## config.mk

```make
export PLATFORM = sky130hd
export DESIGN_NAME = ws2812_receiver_flat
export DESIGN_NICKNAME = d
export VERILOG_FILES = /design/src/rtl/ws2812_receiver_if.sv /design/src/rtl/ws2812_receiver.sv /design/src/flat_wrapper.sv
export SDC_FILE = /design/constraint.sdc
export NUM_CORES = 1
export LEC_CHECK = 0
export CORE_ASPECT_RATIO = 0.6
export CORE_UTILIZATION = 35
export CTS_CLUSTER_SIZE = 12
export DETAILED_ROUTE_END_ITERATION = 12
export PLACE_DENSITY = 0.57
export SETUP_SLACK_MARGIN = 0.3
export SLEW_MARGIN = 20
export SYNTH_ARGS = -nofsm -noshare
export SYNTH_HDL_FRONTEND = slang
export SYNTH_SLANG_ARGS = --single-unit
```

## constraint.sdc

```tcl
create_clock -name clk -period 2.4 [get_ports clk]
set_input_delay 0.6 -clock clk [delete_from_list [all_inputs] [get_ports clk]]
set_output_delay 0.6 -clock clk [all_outputs]
set_load 0.05 [all_outputs]
```

## src/rtl/ws2812_receiver_if.sv

```systemverilog
// WS2812 receiver bus: serial line in, decoded byte stream and frame status out.
// With WS2812_RX_ERR_EN defined the bus also carries the err strobe.
interface ws2812_receiver_if;
    logic       din;
    logic [7:0] data_out;
    logic       data_valid;
    logic       frame_end;
    logic       busy;
`ifdef WS2812_RX_ERR_EN
    logic       err;

    modport master (output din, input data_out, input data_valid, input frame_end,
                    input busy, input err);
    modport slave  (input din, output data_out, output data_valid, output frame_end,
                    output busy, output err);
`else
    modport master (output din, input data_out, input data_valid, input frame_end,
                    input busy);
    modport slave  (input din, output data_out, output data_valid, output frame_end,
                    output busy);
`endif
endinterface

```

## src/rtl/ws2812_receiver.sv

```systemverilog
// WS2812 single-wire stream decoder: synchronizes din, classifies each high
// pulse as 0/1 by width, assembles MSB-first bytes and flags the latch gap.
// Optional macro WS2812_RX_ERR_EN adds illegal-pulse-width detection (err).
module ws2812_receiver #(
    parameter int INPUT_CLOCK      = 12_000_000,
    parameter int BIT_THRESHOLD_NS = 575,
`ifdef WS2812_RX_ERR_EN
    parameter int MIN_HIGH_NS      = 150,
    parameter int MAX_HIGH_NS      = 1200,
`endif
    parameter int RESET_DETECT_NS  = 50000
) (
    input  logic              clk,
    input  logic              rst,
    ws2812_receiver_if.slave  bus
);

    // Nanoseconds to cycles, truncating; 64-bit math avoids overflow.
    localparam int THRESH_CYC = int'((64'(BIT_THRESHOLD_NS) * 64'(INPUT_CLOCK)) / 64'd1_000_000_000);
    localparam int RESET_CYC  = int'((64'(RESET_DETECT_NS)  * 64'(INPUT_CLOCK)) / 64'd1_000_000_000);
    localparam int CNT_W      = $clog2(RESET_CYC + 1);

    localparam logic [CNT_W-1:0] THRESH_C = CNT_W'(THRESH_CYC);
    localparam logic [CNT_W-1:0] RESET_C  = CNT_W'(RESET_CYC);
    localparam logic [CNT_W-1:0] ONE_C    = CNT_W'(1);
    localparam logic [CNT_W-1:0] SAT_C    = '1;

`ifdef WS2812_RX_ERR_EN
    localparam int MIN_CYC = int'((64'(MIN_HIGH_NS) * 64'(INPUT_CLOCK)) / 64'd1_000_000_000);
    localparam int MAX_CYC = int'((64'(MAX_HIGH_NS) * 64'(INPUT_CLOCK)) / 64'd1_000_000_000);
    localparam logic [CNT_W-1:0] MIN_C = CNT_W'(MIN_CYC);
    localparam logic [CNT_W-1:0] MAX_C = CNT_W'(MAX_CYC);
`endif

    typedef enum logic [1:0] {WAIT_GAP, IDLE, HIGH, LOW} state_t;

    state_t             state_q, state_d;
    logic               sync_q, s_q, s_prev_q;
    logic [CNT_W-1:0]   high_cnt_q, high_cnt_d;
    logic [CNT_W-1:0]   low_cnt_q, low_cnt_d;
    logic [2:0]         bit_cnt_q, bit_cnt_d;
    logic [7:0]         shift_q, shift_d;
    logic               busy_q, busy_d;
    logic               byte_done_q, byte_done_d;
    logic               frame_end_q, frame_end_d;
    logic               data_valid_q;
    logic [7:0]         data_out_q;
    logic               rise, fall, bit_val, pulse_bad;
`ifdef WS2812_RX_ERR_EN
    logic               err_q, err_d;
`endif

    assign rise    = s_q & ~s_prev_q;
    assign fall    = ~s_q & s_prev_q;
    assign bit_val = (high_cnt_q >= THRESH_C);
`ifdef WS2812_RX_ERR_EN
    assign pulse_bad = (high_cnt_q < MIN_C) || (high_cnt_q > MAX_C);
`else
    assign pulse_bad = 1'b0;
`endif

    // Two-flop synchronizer on din plus one delayed copy for edge detection.
    always_ff @(posedge clk) begin
        if (rst) begin
            sync_q   <= 1'b0;
            s_q      <= 1'b0;
            s_prev_q <= 1'b0;
        end else begin
            sync_q   <= bus.din;
            s_q      <= sync_q;
            s_prev_q <= s_q;
        end
    end

    // Decoder state, counters and shift register.
    always_ff @(posedge clk) begin
        if (rst) begin
            state_q     <= WAIT_GAP;
            high_cnt_q  <= '0;
            low_cnt_q   <= '0;
            bit_cnt_q   <= '0;
            busy_q      <= 1'b0;
            byte_done_q <= 1'b0;
            frame_end_q <= 1'b0;
`ifdef WS2812_RX_ERR_EN
            err_q       <= 1'b0;
`endif
        end else begin
            state_q     <= state_d;
            high_cnt_q  <= high_cnt_d;
            low_cnt_q   <= low_cnt_d;
            bit_cnt_q   <= bit_cnt_d;
            busy_q      <= busy_d;
            byte_done_q <= byte_done_d;
            frame_end_q <= frame_end_d;
`ifdef WS2812_RX_ERR_EN
            err_q       <= err_d;
`endif
        end
        shift_q <= shift_d;
    end

    // Next-state logic: pulse-width measurement, bit assembly and gap detection.
    always_comb begin
        state_d     = state_q;
        high_cnt_d  = high_cnt_q;
        low_cnt_d   = low_cnt_q;
        bit_cnt_d   = bit_cnt_q;
        shift_d     = shift_q;
        busy_d      = busy_q;
        byte_done_d = 1'b0;
        frame_end_d = 1'b0;
`ifdef WS2812_RX_ERR_EN
        err_d       = 1'b0;
`endif
        case (state_q)
            WAIT_GAP: begin
                // Re-aligns to byte boundaries: only a full latch gap re-arms decoding.
                if (s_q) begin
                    low_cnt_d = '0;
                end else if (low_cnt_q >= RESET_C) begin
                    state_d = IDLE;
                end else begin
                    low_cnt_d = low_cnt_q + ONE_C;
                end
            end
            IDLE: begin
                if (rise) begin
                    state_d    = HIGH;
                    high_cnt_d = ONE_C;
                    busy_d     = 1'b1;
                    bit_cnt_d  = '0;
                end
            end
            HIGH: begin
                if (fall) begin
                    low_cnt_d = ONE_C;
                    if (pulse_bad) begin
`ifdef WS2812_RX_ERR_EN
                        err_d = 1'b1;
`endif
                        busy_d    = 1'b0;
                        bit_cnt_d = '0;
                        state_d   = WAIT_GAP;
                    end else begin
                        shift_d     = {shift_q[6:0], bit_val};
                        bit_cnt_d   = bit_cnt_q + 3'd1;
                        byte_done_d = (bit_cnt_q == 3'd7);
                        state_d     = LOW;
                    end
                end else if (high_cnt_q != SAT_C) begin
                    high_cnt_d = high_cnt_q + ONE_C;
                end
            end
            LOW: begin
                // A rise always wins over a gap that would complete this cycle.
                if (rise) begin
                    state_d    = HIGH;
                    high_cnt_d = ONE_C;
                end else if (low_cnt_q >= RESET_C) begin
                    frame_end_d = 1'b1;
                    busy_d      = 1'b0;
                    bit_cnt_d   = '0;
                    state_d     = IDLE;
                end else begin
                    low_cnt_d = low_cnt_q + ONE_C;
                end
            end
            default: state_d = WAIT_GAP;
        endcase
    end

    // Output register: publish a completed byte one cycle after its last fall.
    always_ff @(posedge clk) begin
        if (rst) begin
            data_out_q   <= '0;
            data_valid_q <= 1'b0;
        end else begin
            data_valid_q <= byte_done_q;
            if (byte_done_q) begin
                data_out_q <= shift_q;
            end
        end
    end

    assign bus.data_out   = data_out_q;
    assign bus.data_valid = data_valid_q;
    assign bus.frame_end  = frame_end_q;
    assign bus.busy       = busy_q;
`ifdef WS2812_RX_ERR_EN
    assign bus.err        = err_q;
`endif

endmodule
```

## src/flat_wrapper.sv

```systemverilog
// flat-port wrapper written by rule: the top's interface ports become plain ports
module ws2812_receiver_flat 
#(
    parameter int INPUT_CLOCK      = 12_000_000,
    parameter int BIT_THRESHOLD_NS = 575,

    parameter int RESET_DETECT_NS  = 50000
)
  (clk, rst, bus_din, bus_data_out, bus_data_valid, bus_frame_end, bus_busy);
  ws2812_receiver_if bus_i ();
  input  logic clk;
  input  logic rst;
  input wire logic [$bits(bus_i.din)-1:0] bus_din;
  output wire logic [$bits(bus_i.data_out)-1:0] bus_data_out;
  output wire logic [$bits(bus_i.data_valid)-1:0] bus_data_valid;
  output wire logic [$bits(bus_i.frame_end)-1:0] bus_frame_end;
  output wire logic [$bits(bus_i.busy)-1:0] bus_busy;
  assign bus_i.din = bus_din;
  assign bus_data_out = bus_i.data_out;
  assign bus_data_valid = bus_i.data_valid;
  assign bus_frame_end = bus_i.frame_end;
  assign bus_busy = bus_i.busy;
  ws2812_receiver #(.INPUT_CLOCK(INPUT_CLOCK), .BIT_THRESHOLD_NS(BIT_THRESHOLD_NS), .RESET_DETECT_NS(RESET_DETECT_NS)) u_core (.clk(clk), .rst(rst), .bus(bus_i));
endmodule
```

==> metrics.md <==
| Metric | Value |
|---|---|
| CTS HTree Levels | 2 |
| Die area | 6850 µm² |
| Area after detailed placement | 2490 µm² |
| Seq cells post-synth | 48 |
| Final Hold Vio Count | 0 |
| Largest family of logic cells by synthesized area | simple AND/OR/NAND/NOR gates |
| Pwr dens | 564 nW/µm² |
| DIE HEIGHT | 64.5 µm |
| Maximum vdd drop | 0.291 mV |
| Drt pass-1 iters | 4 |
| Number of synthesized flops with an enable pin | 8 |
| GR Layer Usage met2 | 0.187 |
| Clock slew at reported path FFs | 0.09 ns |
| Clock Latency Late Sink | about 0.30 ns |
| Crit share post-route | 0.851 |
| WL/cell | approximately 14 µm |
| Number of setup violations in the final report | 0 |
| Slew margin rel. | 0.580 |
| R2r worst-path depth | 4 |
| Synth warn | 0 |
| Via count | roughly 1900 |
| Antenna diodes | 0 |
| Synth area leaders | dfxtp_1, edfxtp_1, mux2i_1 |
| Final min period | roughly 2.0 ns |
| Clock Skews | 0.00290 ns |
| First-pass GRT wire length | between 8000 and 9000 µm |
| Crit path buf inv count | 1 |
| Detailed Route Iter0 Violations | around 190 |
| Crit path launch type | flop |
| Reg-to-Reg Start | u_core.s_q$_SDFF_PP0_ |
| Sequential area share after synthesis | 0.457 |
| Number of global-route vias before repair | between 1500 and 2000 |
| Global-route met1 utilization | 0.243 |
| Detailed-route DRC error count | 0 |
| Routed Antenna Nets | 0 |
| Slew Limit Fails | 0 |
| Achievable Freq | slightly below 500 MHz |
| Crit path from | u_core.bus.data_out[4]$_SDFFE_PP0P_ |
| HP Start | u_core.sync_q$_SDFF_PP0_ |
| Status | completed |
| Worst Path Arrival | 1.44 ns |
| PortBufs | 13 |
| Core area | roughly 6200 µm² |
| Mux contribution to synthesized area | 0.0615 |
| Global route overflow | 0 |
| Compound-cell area share of the yosys netlist | 0.148 |
| Number of cell rows | 22 |
| Biggest area consumer among synthesized cells | dfxtp_1 |
| Post-Synth Simple-Gate Area | 0.261 |
| Slowest CP cell | clkdlybuf4s50_1 |
| Async set-or-reset flop fraction in the synthesized netlist | 0 |
| Mapped cell area | 2280 µm² |
| Number of filler cells placed in the layout | 625 |
| Cell Chain, Critical Path | clkdlybuf4s50_1 |
| Setup CP Type | flop to primary output |
| DRT Wirelength | 4710 µm |
| Hold Crit Depth | 1 |
| Largest net degree at the start of global routing | 24 |
| Effective utilization at floorplan | 0.368 |
| CTS Buf Count | 5 |
| Xor and xnor area share after synthesis | 0 |
| Crit path max fanout | 2 |
| Syn Nets | 253 |
| Nets | around 260 |
| Predominant post-synthesis flop cell | dfxtp_1 |
| Clock sinks | 48 |
| Most frequent cells in the layout | dfxtp_1, a21oi_1, nand2_1 |
| Tot GR Track Use | 0.151 |
| Final Power | 1.47 mW |
| Die Span X | about 110 µm |
| Min-Delay Path Class | flop to flop |
| Total stage count of the critical path | 1 |
| Worst slack, placed | 0.422 ns |
| Fin util | 0.422 |
| Leak Pwr | approximately 0.94 nW |
| Synth top area share | 0.351 |
| Family with the most delay on the worst path | buffers and inverters |
| Yosys cell types | 41 |
| CTS tree | built |
| Finished Cell Area | 2620 µm² |
| Setup_tns | 0 ns |
| Commonest non-fill, non-tap cell in the layout | dfxtp_1 |
| Adder-Cell Fraction of Synth Area | 0.0329 |
| Clock root cell | clkbuf_8 |
| Mapped Cells | 244 |
| Synthesized area per cell | 9.34 µm² |
| Vias per std cell | 5.49 |
| RSZ-0062 raised after global routing | no |
| GPL Wtd Cong | around 0.86 |
| Worst path required time | 1.80 ns |
| Crit end category | primary output |
| Initial antenna violation count | 0 |
| DP Wirelength | 3330 µm |
| Post-cts hold buffer count | 0 |
| Gr busiest metal | met1 |
| Worst-case clock buffer depth | 2 |
| Least-Margin Pin Slew | 0.622 ns |
| Max Cap Viol | 0 |
| Setup ws final | around 0.36 ns |
| Met3 global-route usage | 0.0362 |
| Share of layout cells above drive strength 1 | 0.0748 |
| Max incr delay on CP | 0.80 ns |
| P&R area growth vs syn | 14.8% |
| Boundary pin count | 14 |
[cells in the mapped netlist (2+ instances only)]
library cell and count:
a211oi_1 2, a21oi_1 20, and3_1 6, and3b_1 3, and4_1 2, buf_2 3
clkbuf_1 12, dfxtp_1 40, edfxtp_1 8, ha_1 6, inv_1 8, mux2i_1 14
nand2_1 15, nand2b_1 3, nand3_1 10, nand3b_1 4, nand4_1 10, nor2_1 14
nor2b_1 7, nor3_1 7, nor4_1 7, o211ai_1 3, o21ai_0 4, o31ai_1 9
o41ai_1 2, or3_1 2, or4_1 9
[sequential cells by signal, summed over array words and instances, names as in the netlist]
register,count
u_core.high_cnt_q,10
u_core.low_cnt_q,10
u_core.bus.data_out,8
u_core.shift_q,8
u_core.bit_cnt_q,3
u_core.state_q,2
u_core.bus.busy,1
u_core.bus.data_valid,1
u_core.bus.frame_end,1
u_core.byte_done_q,1
u_core.s_prev_q,1
u_core.s_q,1
u_core.sync_q,1
[worst paths after layout]
kind                                            end  slack [ns]
setup / recovery                    bus_data_out[4]        0.36
hold / removal                u_core.s_q$_SDFF_PP0_        0.45
setup reg to reg  u_core.high_cnt_q[3]$_SDFFE_PP0P_        0.54
hold reg to reg               u_core.s_q$_SDFF_PP0_        0.45
[metrics by stage]
step | hold WS (ns) | instances
global route | 0.471 | 338
finish | 0.445 | 338
detailed placement | 0.429 | 330
floorplan | 0.414 | 244
global placement | 0.416 | 330
CTS | 0.452 | 338
[repair_timing]
action | 4_1_cts | 5_1_grt
gates cloned | 0 | 0
endpoints found under the hold margin | 0 | 0
gates resized for setup | 1 | 4
setup endpoints to repair | 1 | 15
setup buffers | 0 | 0
[kinds of logic (layout without fill, tap and decap cells)]
| group | after synthesis | after routing |
|---|---|---|
| flip-flops | 48 | 48 |
| AND/OR/NAND/NOR | 104 | 104 |
| multiplexers | 14 | 14 |
| buffers and inverters | 23 | 33 |
| adder cells (fa/ha/maj) | 6 | 6 |
| AO/OA/AOI/OAI | 49 | 49 |
[where the power goes]
part	internal (mW)	switching, mW	leakage, nW
combinational	0.0190	0.0283	0.482
clock	0.314	0.284	0.0583
sequential	0.820	0.00871	0.400
total	1.15	0.321	0.939
[cell type report]
class	count	area, µm²	area share
Timing Repair Buffer	17	164	0.0627
Multi-Input combinational cell	173	1160	0.443
Tap cell	84	105	0.0402
Clock inverter	3	47.5	0.0182
Clock buffer	5	68.8	0.0263
Sequential cell	48	1040	0.399
Inverter	8	30.0	0.0115
[layer usage]
layer / wire [µm] / vias to the layer above
li1: - / 936
met1: 2660 / 852
met2: 1690 / 61
met3: 311 / 7
met4: 53 / 0
met5: 0 / -
[worst reg2reg max path, delay by kind of cell, from the launching register on]
kind             cells  cell delay (ns)
AND/OR/NAND/NOR      2             0.93
AO/OA/AOI/OAI        2             0.32
flip-flops           1             0.54
Power figures use the tool's default switching activity.
